$ cat src/rtl/instr_pkg.sv
// Shared types and helpers for the instruction fetch queue: MIPS field layout,
// decoded-field struct and 16-bit immediate sign extension.
package instr_pkg;

   localparam int unsigned OpcodeW  = 6;
   localparam int unsigned RegW     = 5;
   localparam int unsigned FunctW   = 6;
   localparam int unsigned ImmW     = 16;
   localparam int unsigned TargetW  = 26;

   localparam int unsigned OpcodeLsb = 26;
   localparam int unsigned RsLsb     = 21;
   localparam int unsigned RtLsb     = 16;
   localparam int unsigned RdLsb     = 11;
   localparam int unsigned ShamtLsb  = 6;
   localparam int unsigned FunctLsb  = 0;
   localparam int unsigned ImmLsb    = 0;
   localparam int unsigned TargetLsb = 0;

   typedef struct packed {
      logic [OpcodeW-1:0] opcode;
      logic [RegW-1:0]    rs;
      logic [RegW-1:0]    rt;
      logic [RegW-1:0]    rd;
      logic [RegW-1:0]    shamt;
      logic [FunctW-1:0]  funct;
      logic [ImmW-1:0]    imm16;
      logic [TargetW-1:0] target26;
   } instr_fields_t;

   // Wide enough for any extended-immediate width up to 64 bits; callers truncate.
   function automatic logic [63:0] sign_ext16(input logic [15:0] v);
      return {{48{v[15]}}, v};
   endfunction

endpackage

$ cat src/rtl/instr_fetch_queue_if.sv
// Fetch/decode handshake bundle of the instruction fetch queue. The queue uses
// the slave modport; the fetch/decode environment drives the master side.
interface instr_fetch_queue_if #(
   parameter int unsigned DEPTH = 4,
   parameter int unsigned IMM_W = 32
);
   localparam int unsigned CNT_W = $clog2(DEPTH) + 1;

   logic             flush;
   logic             in_valid;
   logic             in_ready;
   logic [31:0]      instr_in;
   logic             out_valid;
   logic             out_ready;
   logic [31:0]      instr_out;
   logic [5:0]       opcode;
   logic [4:0]       rs;
   logic [4:0]       rt;
   logic [4:0]       rd;
   logic [4:0]       shamt;
   logic [5:0]       funct;
   logic [15:0]      imm16;
   logic [IMM_W-1:0] imm_ext;
   logic [25:0]      target26;
   logic [CNT_W-1:0] count;

   modport master (
      output flush, in_valid, instr_in, out_ready,
      input  in_ready, out_valid, instr_out, opcode, rs, rt, rd, shamt, funct,
             imm16, imm_ext, target26, count
   );

   modport slave (
      input  flush, in_valid, instr_in, out_ready,
      output in_ready, out_valid, instr_out, opcode, rs, rt, rd, shamt, funct,
             imm16, imm_ext, target26, count
   );
endinterface

$ cat src/rtl/instr_field_decode.sv
// Combinational MIPS field slicer; every output is forced to zero when the
// word is not valid so decode never sees stale storage contents.
module instr_field_decode
   import instr_pkg::*;
(
   input  logic [31:0]   word_i,
   input  logic          valid_i,
   output logic [31:0]   word_o,
   output instr_fields_t fields_o
);

   always_comb begin
      word_o   = '0;
      fields_o = '0;
      if (valid_i) begin
         word_o            = word_i;
         fields_o.opcode   = word_i[OpcodeLsb +: OpcodeW];
         fields_o.rs       = word_i[RsLsb +: RegW];
         fields_o.rt       = word_i[RtLsb +: RegW];
         fields_o.rd       = word_i[RdLsb +: RegW];
         fields_o.shamt    = word_i[ShamtLsb +: RegW];
         fields_o.funct    = word_i[FunctLsb +: FunctW];
         fields_o.imm16    = word_i[ImmLsb +: ImmW];
         fields_o.target26 = word_i[TargetLsb +: TargetW];
      end
   end

endmodule

$ cat src/rtl/instr_fetch_queue.sv
// DEPTH-entry instruction FIFO between fetch and decode with flush and decoded head fields.
// Optional zero-latency empty-queue bypass: define FETCH_QUEUE_BYPASS_EN.
module instr_fetch_queue
   import instr_pkg::*;
#(
   parameter int unsigned DEPTH = 4,
   parameter int unsigned IMM_W = 32
) (
   input  logic                clk,
   input  logic                reset,
   instr_fetch_queue_if.slave  bus
);

   localparam int unsigned CNT_W = $clog2(DEPTH) + 1;
   localparam int unsigned PtrW  = $clog2(DEPTH);

   logic [31:0]      mem_q [DEPTH];
   logic [PtrW-1:0]  wr_ptr_q, wr_ptr_d;
   logic [PtrW-1:0]  rd_ptr_q, rd_ptr_d;
   logic [CNT_W-1:0] count_q, count_d;

   logic          full, empty, bypass;
   logic          push, pop, wr_en, rd_en;
   logic [31:0]   head_word;
   logic [31:0]   word_masked;
   instr_fields_t fields;

   assign full  = (count_q == CNT_W'(DEPTH));
   assign empty = (count_q == '0);

`ifdef FETCH_QUEUE_BYPASS_EN
   assign bypass = empty & bus.in_valid & ~bus.flush;
`else
   assign bypass = 1'b0;
`endif

   assign bus.in_ready  = ~full & ~bus.flush;
   assign bus.out_valid = ~empty | bypass;

   assign push = bus.in_valid & bus.in_ready;
   assign pop  = bus.out_valid & bus.out_ready;

   // A bypassed word consumed in its arrival cycle never touches storage.
   assign wr_en = push & ~(bypass & bus.out_ready);
   assign rd_en = pop & ~bypass;

   assign head_word = bypass ? bus.instr_in : mem_q[rd_ptr_q];

   always_comb begin
      wr_ptr_d = wr_ptr_q;
      rd_ptr_d = rd_ptr_q;
      count_d  = count_q;
      if (reset || bus.flush) begin
         wr_ptr_d = '0;
         rd_ptr_d = '0;
         count_d  = '0;
      end else begin
         if (wr_en) wr_ptr_d = wr_ptr_q + PtrW'(1);
         if (rd_en) rd_ptr_d = rd_ptr_q + PtrW'(1);
         case ({wr_en, rd_en})
            2'b10:   count_d = count_q + CNT_W'(1);
            2'b01:   count_d = count_q - CNT_W'(1);
            default: count_d = count_q;
         endcase
      end
   end

   always_ff @(posedge clk) begin
      wr_ptr_q <= wr_ptr_d;
      rd_ptr_q <= rd_ptr_d;
      count_q  <= count_d;
   end

   always_ff @(posedge clk) begin
      if (wr_en && !reset) mem_q[wr_ptr_q] <= bus.instr_in;
   end

   instr_field_decode u_decode (
      .word_i   (head_word),
      .valid_i  (bus.out_valid),
      .word_o   (word_masked),
      .fields_o (fields)
   );

   assign bus.instr_out = word_masked;
   assign bus.opcode    = fields.opcode;
   assign bus.rs        = fields.rs;
   assign bus.rt        = fields.rt;
   assign bus.rd        = fields.rd;
   assign bus.shamt     = fields.shamt;
   assign bus.funct     = fields.funct;
   assign bus.imm16     = fields.imm16;
   assign bus.imm_ext   = IMM_W'(sign_ext16(fields.imm16));
   assign bus.target26  = fields.target26;
   assign bus.count     = count_q;

endmodule

$ cat src/flat_wrapper.sv
// flat-port wrapper written by rule: the top's interface ports become plain ports
module instr_fetch_queue_flat import instr_pkg::*;
#(
   parameter int unsigned DEPTH = 4,
   parameter int unsigned IMM_W = 32
)
  (clk, reset, bus_flush, bus_in_valid, bus_instr_in, bus_out_ready, bus_in_ready, bus_out_valid, bus_instr_out, bus_opcode, bus_rs, bus_rt, bus_rd, bus_shamt, bus_funct, bus_imm16, bus_imm_ext, bus_target26, bus_count);
  instr_fetch_queue_if #(.DEPTH(DEPTH), .IMM_W(IMM_W)) bus_i ();
  input  logic clk;
  input  logic reset;
  input wire logic [$bits(bus_i.flush)-1:0] bus_flush;
  input wire logic [$bits(bus_i.in_valid)-1:0] bus_in_valid;
  input wire logic [$bits(bus_i.instr_in)-1:0] bus_instr_in;
  input wire logic [$bits(bus_i.out_ready)-1:0] bus_out_ready;
  output wire logic [$bits(bus_i.in_ready)-1:0] bus_in_ready;
  output wire logic [$bits(bus_i.out_valid)-1:0] bus_out_valid;
  output wire logic [$bits(bus_i.instr_out)-1:0] bus_instr_out;
  output wire logic [$bits(bus_i.opcode)-1:0] bus_opcode;
  output wire logic [$bits(bus_i.rs)-1:0] bus_rs;
  output wire logic [$bits(bus_i.rt)-1:0] bus_rt;
  output wire logic [$bits(bus_i.rd)-1:0] bus_rd;
  output wire logic [$bits(bus_i.shamt)-1:0] bus_shamt;
  output wire logic [$bits(bus_i.funct)-1:0] bus_funct;
  output wire logic [$bits(bus_i.imm16)-1:0] bus_imm16;
  output wire logic [$bits(bus_i.imm_ext)-1:0] bus_imm_ext;
  output wire logic [$bits(bus_i.target26)-1:0] bus_target26;
  output wire logic [$bits(bus_i.count)-1:0] bus_count;
  assign bus_i.flush = bus_flush;
  assign bus_i.in_valid = bus_in_valid;
  assign bus_i.instr_in = bus_instr_in;
  assign bus_i.out_ready = bus_out_ready;
  assign bus_in_ready = bus_i.in_ready;
  assign bus_out_valid = bus_i.out_valid;
  assign bus_instr_out = bus_i.instr_out;
  assign bus_opcode = bus_i.opcode;
  assign bus_rs = bus_i.rs;
  assign bus_rt = bus_i.rt;
  assign bus_rd = bus_i.rd;
  assign bus_shamt = bus_i.shamt;
  assign bus_funct = bus_i.funct;
  assign bus_imm16 = bus_i.imm16;
  assign bus_imm_ext = bus_i.imm_ext;
  assign bus_target26 = bus_i.target26;
  assign bus_count = bus_i.count;
  instr_fetch_queue #(.DEPTH(DEPTH), .IMM_W(IMM_W)) u_core (.clk(clk), .reset(reset), .bus(bus_i));
endmodule
$ cat config.mk
export PLATFORM = sky130hd
export DESIGN_NAME = instr_fetch_queue_flat
export DESIGN_NICKNAME = d
export VERILOG_FILES = /design/src/rtl/instr_pkg.sv /design/src/rtl/instr_fetch_queue_if.sv /design/src/rtl/instr_field_decode.sv /design/src/rtl/instr_fetch_queue.sv /design/src/flat_wrapper.sv
export SDC_FILE = /design/constraint.sdc
export NUM_CORES = 1
export LEC_CHECK = 0
export ABC_AREA = 1
export CAP_MARGIN = 0
export CORE_UTILIZATION = 52
export DETAILED_ROUTE_END_ITERATION = 7
export GPL_ROUTABILITY_DRIVEN = 0
export HOLD_SLACK_MARGIN = 0.1
export PLACE_DENSITY = 0.92
export SLEW_MARGIN = 5
export SYNTH_ARGS = -nofsm -noshare
export SYNTH_HDL_FRONTEND = slang
export SYNTH_SLANG_ARGS = --single-unit
$ cat constraint.sdc
create_clock -name clk -period 4.72 [get_ports clk]
set_clock_uncertainty 0.05 [all_clocks]
set_input_delay 0.944 -clock clk [delete_from_list [all_inputs] [get_ports clk]]
set_output_delay 0.944 -clock clk [all_outputs]
set_load 0.02 [all_outputs]
==> impl_results.md <==
* Port-buffer cells at 179
* I/O Pins at 180
* Number of post-CTS setup repair buffers at 0
* Hold path depth at 2
* Die area at 0.0126 mm2
* Cell Area, Synth at 0.00630 mm2
* Final Core Density at 0.690
* Commonest cells after routing, fill and taps aside: 179 x clkdlybuf4s50_1, 137 x nor2_1, 128 x edfxtp_1
* Met1 usage at 0.260
* Largest net degree at the start of global routing at 63
* Post-synth cell types at 19
* Slew HR at 0.283
* Placed insts at 757
* CTS Buffer Depth at 2
* GRT Util Overall at 0.226
* First-pass GRT wire length at 21.4 mm
* Worst VDD drop at 231 uV
* Worst r2r src: u_core.bus.count[1]
* Part of the Yosys area used for sequential elements at 0.639
* Area grow syn2layout at 27.3%
* Yosys warning total at 0
* Hold path startpoint: u_core.rd_ptr_q[1]
* Fin. max-slew vios at 0
* Syn avg cell area at 11.3 um2
* Clk Latency, worst-skew pair at 0.41 ns
* Die height at 112 um
* Pwr Density at 397 mW/mm2
* Max Fclk at 0.242 GHz
* Drt total wl at 13.6 mm
* Net Count, Synth at 602
* Synth Area in Compound Gates at 0.0822
* Max-Cap Viols at 0
* Failing checks: design-rule violations
* Pre-Repair DR Iteration Count at 8
* Die Wd at 112 um
* CTS root buf: clkbuf_16
* CP arrival at 3.15 ns
* Residual DRC at 15
* Main combinational cell family by area after synthesis: buffers and inverters
* Synth Register Bits at 137
* DRT iter0 DRCs at 437
* Tot Pwr at 3.18 mW
* Fin Hold WS at 0.498 ns
* CTS tree: built
* Setup TNS at 0 ns
* Hold Vio Cnt, Final at 0
* Met3 GRT Util at 0.0567
* Run status: finished, violations left
* DP Wirelength at 8.28 mm
* Crit path launch type: flip-flop
* Sink Count at 137
* Synth Area in Simple Gates at 0.0985
* Nets@finish at 676
* Post-Synth XOR/XNOR Area at 0
* Post-place instance area at 0.00737 mm2
* RSZ-0062 raised after global routing: false
* Pleak at 2.75 nW
* Cells on worst reg2reg path at 4
* Pre-CTS setup slack at 0.882 ns
* Starting density of the core at 0.542
* Reg clk slew, reported paths at 0.06 ns
* Hold Buf Count CTS at 0
* CTS Buf Count at 17
* Crit-path max FO at 62
* Final setup viols at 0
* Vias in the first global route at 4311
* GR Util met2 at 0.412
* Minimum clock period at 4.14 ns
* Crit path kind: reg2out
* Drt wl/cell at 17.2 um
* Ant. Diodes at 0
* Initial antenna violation count at 0
* Via count at 4177
* Post-synthesis mux area share at 0
* Post-synthesis adder-cell area fraction at 0.0131
* Setup slack after layout at 0.579 ns
* Worst endpoint required time at 3.73 ns
* Worst-Margin Slew at 1.07 ns
* Mapped Cells at 559
* Fillcell total at 747
* Most common cell after layout, fill and taps aside: clkdlybuf4s50_1
* H-tree Lvls at 4
* Drt via density at 5.29
* Final period util at 0.877
* Core area at 0.0116 mm2
* Fin cells at 789
* Row cnt at 39
* GRT Max-Usage Layer: met2
* Worst Hold Class: reg2reg
* Share of cells above drive strength 1 at 0.0650
* Antenna-violating nets left at 0
* Final Cell Area at 0.00802 mm2
* Crit path capture type: output pin
* Total gr overflow at 0
* Resized cells post-CTS at 0
-- worst max-delay path, cell delays in order (launching register included) --
cell             delay (ns)
dfxtp_2                0.50
inv_2                  0.16
buf_4                  0.51
o21ai_0                0.21
a21oi_1                0.60
clkdlybuf4s50_1        0.74
-- power breakdown --
| group | switching [mW] | leakage (nW) | internal [mW] |
|---|---|---|---|
| Sequential | 0.00704 | 1.23 | 1.34 |
| Clock | 0.501 | 0.302 | 0.942 |
| Combinational | 0.218 | 1.22 | 0.173 |
-- logic make-up (layout without fill, tap and decap cells) --
logic type | Yosys count | count (layout)
AOI/OAI and AO/OA | 103 | 103
and+or+nand+nor | 162 | 162
adders and majority gates | 6 | 6
DFF | 137 | 137
buffers and inverters | 151 | 238
-- metal layers --
metal,wire length [um],part of all wire
met3,1070,0.079
met2,7310,0.54
met4,127,0.0093
met1,5090,0.37
met5,0,0
-- area by class of cell --
class,instances,area [um2],area share
Multi-Input combinational cell,271,1250,0.156
Inverter,22,82.6,0.0103
Clock buffer,18,429,0.0535
Tap cell,143,179,0.0223
Timing Repair Buffer,184,1830,0.228
Sequential cell,137,4030,0.502
Clock inverter,14,219,0.0273
-- sequential cells by signal (all words and copies together) (netlist names), named ones only --
name	flops
u_core.wr_ptr_q	2
u_core.rd_ptr_q	2
u_core.bus.count	3
u_core.mem_q	128
-- Yosys cell counts --
| cell | instances | area, um2 |
|---|---|---|
| inv_2 | 1 | 3.75 |
| dfxtp_1 | 9 | 180 |
| a21oi_1 | 35 | 175 |
| nor2_1 | 141 | 529 |
| fa_1 | 1 | 20.0 |
| inv_1 | 21 | 78.8 |
| o21ai_1 | 41 | 205 |
| edfxtp_1 | 128 | 3840 |
| o21ai_0 | 26 | 130 |
| nand3_1 | 3 | 15.0 |
| nand2_1 | 15 | 56.3 |
| buf_4 | 109 | 818 |
| buf_6 | 10 | 113 |
| nand4_1 | 2 | 12.5 |
| a21boi_0 | 1 | 7.51 |
| buf_2 | 2 | 10.0 |
| clkbuf_1 | 8 | 30.0 |
| ha_1 | 5 | 62.6 |
| nand3b_1 | 1 | 7.51 |
-- worst paths after layout --
path | to | slack, ns
setup / recovery | bus_imm16[1] | 0.58
hold / removal | flip-flop | 0.50
setup reg to reg | u_core.mem_q[1][11] | 2.34
hold reg to reg | flip-flop | 0.50
No activity file was read; power rests on OpenSTA's default activity.
